## config.mk

```make
export PLATFORM = sky130hd
export DESIGN_NAME = sm_controller_flat
export DESIGN_NICKNAME = d
export VERILOG_FILES = /design/src/rtl/sm_controller_if.sv /design/src/rtl/sm_controller.sv /design/src/flat_wrapper.sv
export SDC_FILE = /design/constraint.sdc
export NUM_CORES = 1
export LEC_CHECK = 0
export BUFFER_PORTS_ARGS = -buffer_cell sky130_fd_sc_hd__buf_2
export CORE_UTILIZATION = 39
export CTS_CLUSTER_DIAMETER = 100
export DETAILED_ROUTE_END_ITERATION = 6
export PLACE_DENSITY = 0.72
export SYNTH_ARGS = -nofsm -noshare
export SYNTH_HDL_FRONTEND = slang
export SYNTH_SLANG_ARGS = --single-unit
```

## constraint.sdc

```tcl
create_clock -name clk -period 1.4 [get_ports clk]
set_input_delay 0.35 -clock clk [delete_from_list [all_inputs] [get_ports clk]]
set_output_delay 0.35 -clock clk [all_outputs]
set_load 0.01 [all_outputs]
```

## src/rtl/sm_controller_if.sv

```systemverilog
// Start handshake and datapath-control bundle between the sequencer and its datapath.
// The retired-instruction count is only present when SMC_RETIRE_CNT_EN is defined.
interface sm_controller_if #(
    parameter int DATA_W = 16
);
    logic              s;
    logic [15:0]       instr;
    logic              w;
    logic [2:0]        readnum;
    logic [2:0]        writenum;
    logic              write;
    logic              loada;
    logic              loadb;
    logic              loadc;
    logic              loads;
    logic              asel;
    logic              bsel;
    logic [1:0]        vsel;
    logic [1:0]        shift;
    logic [1:0]        aluop;
    logic [DATA_W-1:0] sximm8;
    logic              illegal;
`ifdef SMC_RETIRE_CNT_EN
    logic [15:0]       retired;
`endif

`ifdef SMC_RETIRE_CNT_EN
    modport master (
        output s, instr,
        input  w, readnum, writenum, write, loada, loadb, loadc, loads,
        input  asel, bsel, vsel, shift, aluop, sximm8, illegal, retired
    );
    modport slave (
        input  s, instr,
        output w, readnum, writenum, write, loada, loadb, loadc, loads,
        output asel, bsel, vsel, shift, aluop, sximm8, illegal, retired
    );
`else
    modport master (
        output s, instr,
        input  w, readnum, writenum, write, loada, loadb, loadc, loads,
        input  asel, bsel, vsel, shift, aluop, sximm8, illegal
    );
    modport slave (
        input  s, instr,
        output w, readnum, writenum, write, loada, loadb, loadc, loads,
        output asel, bsel, vsel, shift, aluop, sximm8, illegal
    );
`endif
endinterface

```

## src/rtl/sm_controller.sv

```systemverilog
// Multi-cycle Moore sequencer for the Simple RISC datapath (regfile, A/B/C, shifter, ALU).
// Define SMC_RETIRE_CNT_EN to add the 16-bit retired-instruction counter.
//
// state     | meaning
// ----------+--------------------------------------------------------
// WAIT      | idle, w=1, IR captures instr when s=1
// DECODE    | classify IR; flags illegal and returns to WAIT if unsupported
// GET_A     | read Rn into A (two-operand ALU ops only)
// GET_B     | read Rm into B
// EXEC      | ALU result into C; CMP updates status and retires here
// WRITE_REG | write C back to Rd
// WRITE_IMM | write sign-extended immediate to Rn
module sm_controller #(
    parameter int DATA_W = 16
) (
    input  logic           clk,
    input  logic           reset_n,
    sm_controller_if.slave bus
);

    typedef enum logic [2:0] {
        S_WAIT      = 3'd0,
        S_DECODE    = 3'd1,
        S_GET_A     = 3'd2,
        S_GET_B     = 3'd3,
        S_EXEC      = 3'd4,
        S_WRITE_REG = 3'd5,
        S_WRITE_IMM = 3'd6
    } state_t;

    localparam logic [2:0] OPC_MOV = 3'b110;
    localparam logic [2:0] OPC_ALU = 3'b101;

    state_t      r_state;
    state_t      w_state_nxt;
    logic [15:0] r_ir;

    logic [2:0]  w_opcode;
    logic [1:0]  w_op;
    logic [2:0]  w_rn;
    logic [2:0]  w_rd;
    logic [1:0]  w_sh;
    logic [2:0]  w_rm;

    logic        w_mov_imm;
    logic        w_mov_reg;
    logic        w_alu;
    logic        w_cmp;
    logic        w_mvn;
    logic        w_zero_a;

    logic [2:0]  w_readnum;
    logic [2:0]  w_writenum;
    logic        w_write;
    logic        w_loada;
    logic        w_loadb;
    logic        w_loadc;
    logic        w_loads;
    logic        w_asel;
    logic [1:0]  w_vsel;
    logic        w_illegal;

    assign w_opcode  = r_ir[15:13];
    assign w_op      = r_ir[12:11];
    assign w_rn      = r_ir[10:8];
    assign w_rd      = r_ir[7:5];
    assign w_sh      = r_ir[4:3];
    assign w_rm      = r_ir[2:0];

    assign w_mov_imm = (w_opcode == OPC_MOV) && (w_op == 2'b10);
    assign w_mov_reg = (w_opcode == OPC_MOV) && (w_op == 2'b00);
    assign w_alu     = (w_opcode == OPC_ALU);
    assign w_cmp     = w_alu && (w_op == 2'b01);
    assign w_mvn     = w_alu && (w_op == 2'b11);
    // MOV reg and MVN are single-operand: the ALU sees zero on its A side.
    assign w_zero_a  = w_mov_reg || w_mvn;

    always_ff @(posedge clk or negedge reset_n) begin
        if (!reset_n) begin
            r_ir <= '0;
        end else if ((r_state == S_WAIT) && bus.s) begin
            r_ir <= bus.instr;
        end
    end

    always_ff @(posedge clk or negedge reset_n) begin
        if (!reset_n) begin
            r_state <= S_WAIT;
        end else begin
            r_state <= w_state_nxt;
        end
    end

    always_comb begin
        w_state_nxt = r_state;
        unique case (r_state)
            S_WAIT: begin
                if (bus.s) begin
                    w_state_nxt = S_DECODE;
                end
            end
            S_DECODE: begin
                if (w_mov_imm) begin
                    w_state_nxt = S_WRITE_IMM;
                end else if (w_zero_a) begin
                    w_state_nxt = S_GET_B;
                end else if (w_alu) begin
                    w_state_nxt = S_GET_A;
                end else begin
                    w_state_nxt = S_WAIT;
                end
            end
            S_GET_A:     w_state_nxt = S_GET_B;
            S_GET_B:     w_state_nxt = S_EXEC;
            S_EXEC:      w_state_nxt = w_cmp ? S_WAIT : S_WRITE_REG;
            S_WRITE_REG: w_state_nxt = S_WAIT;
            S_WRITE_IMM: w_state_nxt = S_WAIT;
            default:     w_state_nxt = S_WAIT;
        endcase
    end

    always_comb begin
        w_readnum  = 3'b000;
        w_writenum = 3'b000;
        w_write    = 1'b0;
        w_loada    = 1'b0;
        w_loadb    = 1'b0;
        w_loadc    = 1'b0;
        w_loads    = 1'b0;
        w_asel     = 1'b0;
        w_vsel     = 2'b00;
        w_illegal  = 1'b0;
        unique case (r_state)
            S_DECODE: begin
                w_illegal = !(w_mov_imm || w_mov_reg || w_alu);
            end
            S_GET_A: begin
                w_readnum = w_rn;
                w_loada   = 1'b1;
            end
            S_GET_B: begin
                w_readnum = w_rm;
                w_loadb   = 1'b1;
            end
            S_EXEC: begin
                w_loadc = 1'b1;
                w_asel  = w_zero_a;
                w_loads = w_cmp;
            end
            S_WRITE_REG: begin
                w_writenum = w_rd;
                w_vsel     = 2'b00;
                w_write    = 1'b1;
            end
            S_WRITE_IMM: begin
                w_writenum = w_rn;
                w_vsel     = 2'b01;
                w_write    = 1'b1;
            end
            default: begin
            end
        endcase
    end

    assign bus.w        = (r_state == S_WAIT);
    assign bus.readnum  = w_readnum;
    assign bus.writenum = w_writenum;
    assign bus.write    = w_write;
    assign bus.loada    = w_loada;
    assign bus.loadb    = w_loadb;
    assign bus.loadc    = w_loadc;
    assign bus.loads    = w_loads;
    assign bus.asel     = w_asel;
    assign bus.bsel     = 1'b0;
    assign bus.vsel     = w_vsel;
    assign bus.illegal  = w_illegal;
    assign bus.aluop    = w_op;
    // The immediate move must pass the shifter untouched even though IR[4:3] holds immediate bits.
    assign bus.shift    = w_mov_imm ? 2'b00 : w_sh;
    assign bus.sximm8   = DATA_W'($signed(r_ir[7:0]));

`ifdef SMC_RETIRE_CNT_EN
    logic [15:0] r_retired;
    logic        w_retire;

    assign w_retire = (r_state == S_WRITE_REG) || (r_state == S_WRITE_IMM) ||
                      ((r_state == S_EXEC) && w_cmp);

    always_ff @(posedge clk or negedge reset_n) begin
        if (!reset_n) begin
            r_retired <= '0;
        end else if (w_retire) begin
            r_retired <= r_retired + 16'd1;
        end
    end

    assign bus.retired = r_retired;
`endif

endmodule

```

## src/flat_wrapper.sv

```systemverilog
// flat-port wrapper written by rule: the top's interface ports become plain ports
module sm_controller_flat 
#(
    parameter int DATA_W = 16
)
  (clk, reset_n, bus_s, bus_instr, bus_w, bus_readnum, bus_writenum, bus_write, bus_loada, bus_loadb, bus_loadc, bus_loads, bus_asel, bus_bsel, bus_vsel, bus_shift, bus_aluop, bus_sximm8, bus_illegal);
  sm_controller_if #(.DATA_W(DATA_W)) bus_i ();
  input  logic clk;
  input  logic reset_n;
  input wire logic [$bits(bus_i.s)-1:0] bus_s;
  input wire logic [$bits(bus_i.instr)-1:0] bus_instr;
  output wire logic [$bits(bus_i.w)-1:0] bus_w;
  output wire logic [$bits(bus_i.readnum)-1:0] bus_readnum;
  output wire logic [$bits(bus_i.writenum)-1:0] bus_writenum;
  output wire logic [$bits(bus_i.write)-1:0] bus_write;
  output wire logic [$bits(bus_i.loada)-1:0] bus_loada;
  output wire logic [$bits(bus_i.loadb)-1:0] bus_loadb;
  output wire logic [$bits(bus_i.loadc)-1:0] bus_loadc;
  output wire logic [$bits(bus_i.loads)-1:0] bus_loads;
  output wire logic [$bits(bus_i.asel)-1:0] bus_asel;
  output wire logic [$bits(bus_i.bsel)-1:0] bus_bsel;
  output wire logic [$bits(bus_i.vsel)-1:0] bus_vsel;
  output wire logic [$bits(bus_i.shift)-1:0] bus_shift;
  output wire logic [$bits(bus_i.aluop)-1:0] bus_aluop;
  output wire logic [$bits(bus_i.sximm8)-1:0] bus_sximm8;
  output wire logic [$bits(bus_i.illegal)-1:0] bus_illegal;
  assign bus_i.s = bus_s;
  assign bus_i.instr = bus_instr;
  assign bus_w = bus_i.w;
  assign bus_readnum = bus_i.readnum;
  assign bus_writenum = bus_i.writenum;
  assign bus_write = bus_i.write;
  assign bus_loada = bus_i.loada;
  assign bus_loadb = bus_i.loadb;
  assign bus_loadc = bus_i.loadc;
  assign bus_loads = bus_i.loads;
  assign bus_asel = bus_i.asel;
  assign bus_bsel = bus_i.bsel;
  assign bus_vsel = bus_i.vsel;
  assign bus_shift = bus_i.shift;
  assign bus_aluop = bus_i.aluop;
  assign bus_sximm8 = bus_i.sximm8;
  assign bus_illegal = bus_i.illegal;
  sm_controller #(.DATA_W(DATA_W)) u_core (.clk(clk), .reset_n(reset_n), .bus(bus_i));
endmodule
```

* Word level (Yosys, flattened, before mapping)
Index checks and enable logic that the tools add are counted.
** Word-level totals
- Output and inout port bits :: 37
- Word-level logic and storage cells :: 43
- ROM bits :: 0
- Memory bits (writable) :: 0
- Memories :: 0
- Bits in registers :: 19
- Bits in latches :: 0
** Cells by class
- $mul :: 0
- Add/sub/neg operators :: 0
- Bitwise gates (word level) :: 0
- Order comparisons :: 0
- Shift-type cells :: 0
- Divide/modulo/power cells :: 0
- Muxes and demuxes :: 17
- Eq/ne operators :: 12
- Reductions and logical operators :: 12
** Operator list (count)
- 3-bit == test, second input constant :: 5
- 3-bit one-hot mux with 5 select lines :: 1
- 3-bit 2-to-1 mux :: 4
- 3-bit one-hot mux with 2 select lines :: 2
- 1-bit 2-to-1 mux :: 8
- 3-bit by 2-bit == test with 1-bit output, second input constant :: 2
- 1-bit logical AND :: 5
- 2-bit == test, second input constant :: 2
- 2-bit 2-to-1 mux :: 2
- 3-bit by 1-bit == test with 1-bit output, second input constant :: 1
- 3-bit logical NOT :: 1
- 1-bit logical OR :: 3
- 2-bit by 1-bit == test with 1-bit output, second input constant :: 1
- 2-bit logical NOT :: 1
- 2-bit != test, second input constant :: 1
- 2-bit OR reduction :: 1
- 1-bit logical NOT :: 1

* Logic depth before layout (Yosys ltp)
- Depth in word-level cells :: 6
- Depth in mapped cells :: 6

* Worst setup path before layout
No wires, ideal clock.
- Path kind :: reg-to-reg
- From :: register u_core.r_state[1]
- To :: register u_core.r_ir[10]
- Cell stages (with the launch flop) :: 6
- Library setup time :: 125 ps
- Setup slack :: -121 ps
- Arrival :: 1396 ps
- Path through :: dfrtp_1 nor3_2 and2_4 buf_6 buf_12 mux2_4
** Between the ends
- Word-level cells in the longest chain between the ends :: 2
** RTL lines
- start: declaration :: RTL line sm_controller.sv:34 : state_t r_state;
- start signal: assignment :: RTL line sm_controller.sv:90 : r_state <= w_state_nxt;
- 3-bit logical NOT
- net bus_w :: RTL line flat_wrapper.sv:12 : output wire logic [$bits(bus_i.w)-1:0] bus_w;
- 1-bit logical AND :: RTL line sm_controller.sv:81 : end else if ((r_state == S_WAIT) && bus.s) begin
- end signal: assignment :: RTL line sm_controller.sv:82 : r_ir <= bus.instr;
- end: declaration :: RTL line sm_controller.sv:36 : logic [15:0] r_ir;
The timed path passes the listed nets, and every way through them passes these cells.
A chain may end at the register's enable or synchronous reset.

* Worst setup path in the final report
- From :: register u_core.r_ir[13]
- To :: output bus_shift[1]
** Between the ends
- Word-level cells in the longest chain between the ends :: 3
** RTL lines
- 3-bit == test :: RTL line sm_controller.sv:70 : assign w_mov_imm = (w_opcode == OPC_MOV) && (w_op == 2'b10);
- 1-bit logical AND :: RTL line sm_controller.sv:70
- 2-bit 2-to-1 mux :: RTL line sm_controller.sv:179 : assign bus.shift = w_mov_imm ? 2'b00 : w_sh;
- end: declaration :: RTL line flat_wrapper.sv:23 : output wire logic [$bits(bus_i.shift)-1:0] bus_shift;
No other way between the ends.

==> results by group <==
Floorplanning
  • Height of the die: 57.1 µm
  • Core area: 0.00281 mm²
  • Top Ports: 56
  • Starting Density: 0.421
  • Die width: 57.1 µm
  • Cell row count: 19
  • Die area: 0.00326 mm²

Global route
  • GR Util met1: 0.208
  • Grt met2 use: 0.326
  • Gr ovfl total: 0
  • Largest net degree at the start of global routing: 20
  • Initial antenna violation count: 0
  • Gr busiest metal: met2
  • Met3 GRT Util: 0.0227
  • First-pass GRT wire length: 4.35 mm
  • GRT Total Usage: 0.173
  • Vias in the first global route: 951

Synthesis
  • Seq/Total Area, Yosys: 0.402
  • Area share of the largest cell type after synthesis: 0.402
  • Synth Register Bits: 19
  • Top cells by area, synth: dfrtp_1 (40%), buf_4 (13%), mux2_4 (13%)
  • Post-Syn Area per Cell: 11.2 µm²
  • Area of the mapped netlist: 0.00118 mm²
  • Syn Inst Count: 106
  • Synth area leader: dfrtp_1
  • Synth warn: 0
  • Distinct cell type count of the synthesized netlist: 31

Pwr
  • Clock power frac: 0.074
  • Worst IR drop on VDD: 1350 µV
  • Static Leak: 0.875 nW
  • Switching share of power: 0.381
  • Flop pwr share: 0.308
  • Gate power share: 0.618
  • Pwr per Cell Area: 2210 mW/mm²
  • Internal: 2.38 mW
  • Psw: 1.46 mW

Clocking
  • Clock slew at reported path FFs: 0.11 ns
  • # H-tree levels: 1
  • Max clock buf depth: 2
  • Num Clock Sinks: 19
  • Worst skew pair latency: 0.30 ns
  • Cts bufs inserted: 3
  • TritonCTS clock tree: built
  • Root buffer cell: clkbuf_4

Detailed routing
  • DR vias: 967
  • TritonRoute pass-1 iters: 6
  • Via density: 4.88
  • DRT Wirelength: 2.74 mm
  • Post-DRT Antenna Nets: 0
  • Wire per inst: 13.8 µm
  • Residual DRC count: 8
  • Number of DRC markers in iteration 0: 30

Finish
  • Post-route insts no fill: 198
  • Final Net Count: 187
  • Area grow syn2layout: 47.2%
  • Fraction of layout cells with a size suffix above 1: 0.772
  • Core Util, Final: 0.620
  • # fillers: 241
  • Diodes inserted: 0

Placement
  • PortBufs: 53
  • Final HPWL DP: 1.90 mm
  • Post-Place Cells: 181
  • Placer Congestion: 0.854

Timing
  • Pins Over Slew Limit: 0
  • Clk_skew: 0.00165 ns
  • # setup viols final: 35
  • Crit path time final: 1.80 ns
  • RSZ-0062 raised after global routing: yes
  • Setup ws final: -0.404 ns
  • Final Cycle Share: 1.29
  • Final Hold Fails: 0
  • Max Fclk: 0.554 GHz

Worst setup path
  • CP Max Fanout: 5
  • Endpoint class of the critical path: primary output
  • Critical Path RT: 1.05 ns
  • WS Path Type: flip-flop to primary output
  • Critical Path AT: 1.45 ns
  • CP Launch Type: flip-flop

Status
  • Run status: finished, violations left
  • Failing checks: DRC, setup timing

Flow run
  • Max cap viols: 0

Worst hold path
  • Worst hold path class: primary input to flip-flop
## cell usage after synthesis
cell type	number
nand2_1	1
clkbuf_1	1
nor3b_1	2
nor2b_1	7
buf_12	1
o21a_1	1
mux2i_1	3
dfrtp_1	19
and3_1	1
and2_1	1
and2_4	1
nand4b_1	1
conb_1	1
buf_6	1
o311ai_0	1
nor3_2	1
mux2_2	6
o32ai_1	1
mux2_4	10
nor3_1	1
nor4b_1	1
and4b_1	1
a22oi_1	3
o21ai_0	4
nand2b_1	1
inv_1	3
a31oi_1	1
o31ai_1	1
nor2_1	8
buf_4	21
and2b_1	1
## path summary, 6_finish.rpt
check / from / to / slack (ns) / cells after the start
setup / recovery: u_core.r_ir[13] / bus_shift[1] / -0.40 / 4
hold / removal: bus_instr[11] / u_core.r_ir[11] / 0.27 / 2
setup reg to reg: u_core.r_state[0] / u_core.r_ir[15] / -0.26 / 6
hold reg to reg: u_core.r_ir[3] / u_core.r_ir[3] / 0.55 / 1
max in group asynchronous: reset_n / u_core.r_ir[12] / 0.55 / 2
min in group asynchronous: reset_n / u_core.r_ir[15] / 0.52 / 2
## cell families after synthesis
group	count (synthesis)	share of synthesized area
buf+inv	27	0.172
mux	19	0.210
compound gates	12	0.0688
other cells	1	0.00317
flops	19	0.402
simple gates	28	0.144
## power groups by stage
stage	clock, mW	combinational (mW)	sequential [mW]
4_1_cts	0.300	2.04	1.10
2_1_floorplan	0	1.48	1.04
3_5_place_dp	0	1.83	1.09
3_3_place_gp	0	1.81	1.07
6_report	0.284	2.37	1.18
5_1_grt	0.324	2.54	1.23
## worst max-delay path, stage by stage, from the launching register on
cell and delay [ns]:
dfrtp_2 0.49, nor3b_4 0.27, and3_4 0.22, nor2b_1 0.05, buf_2 0.13
## through the flow
stage | cell area, µm² | hold slack (ns) | TNS, ns | worst slack, ns | total power [mW]
5_1_grt | 1740 | 0.257 | -11.01 | -0.453 | 4.09
3_5_place_dp | 1440 | 0.319 | -0.885 | -0.177 | 2.92
4_1_cts | 1600 | 0.262 | -7.16 | -0.382 | 3.44
6_report | 1740 | 0.273 | -8.73 | -0.404 | 3.84
2_1_floorplan | 1200 | 0.0544 | -0.735 | -0.0735 | 2.52
3_3_place_gp | 1440 | 0.308 | -0.328 | -0.0822 | 2.87
## placed cells by master (no fill, tap or decap), types with 2 or more instances in the layout
| cell | count |
|---|---|
| conb_1 | 2 |
| nor2_1 | 5 |
| clkbuf_4 | 3 |
| mux2_4 | 15 |
| nor2_2 | 2 |
| buf_4 | 18 |
| mux2i_1 | 2 |
| buf_6 | 10 |
| nor2b_4 | 2 |
| and2_4 | 2 |
| o21ai_2 | 2 |
| inv_2 | 2 |
| buf_12 | 2 |
| a22oi_2 | 2 |
| nor2b_1 | 5 |
| buf_2 | 49 |
| dfrtp_2 | 7 |
| dfrtp_1 | 12 |
| o21ai_0 | 2 |
## what timing repair did
action / 4_1_cts / 5_1_grt
buffers inserted: 7 / 5
gates cloned: 0 / 0
endpoints found under the hold margin: 19 / 0
hold buffers: 1 / 0
pin swaps: 8 / 8
resized for setup: 22 / 26
setup endpoints to repair: 34 / 37
## sequential cells by signal, summed over array words and instances, names as in the netlist
signal / flops
u_core.r_ir: 16
u_core.r_state: 3
## cell type report
type	instances	area (µm²)	share of cell area
Multi-Input combinational cell	61	636	0.365
Inverter	3	11.3	0.00647
Timing Repair Buffer	80	543	0.312
Clock inverter	1	5.00	0.00288
Sequential cell	19	484	0.278
Tap cell	31	38.8	0.0223
Clock buffer	3	22.5	0.0129
## routing by layer
metal  vias to the layer above  wire length (µm)
li1                        466                 -
met1                       455              1110
met2                        40              1440
met3                         6               154
met4                         0                36
met5                         -                 0
No activity file was read; power rests on OpenSTA's default activity.
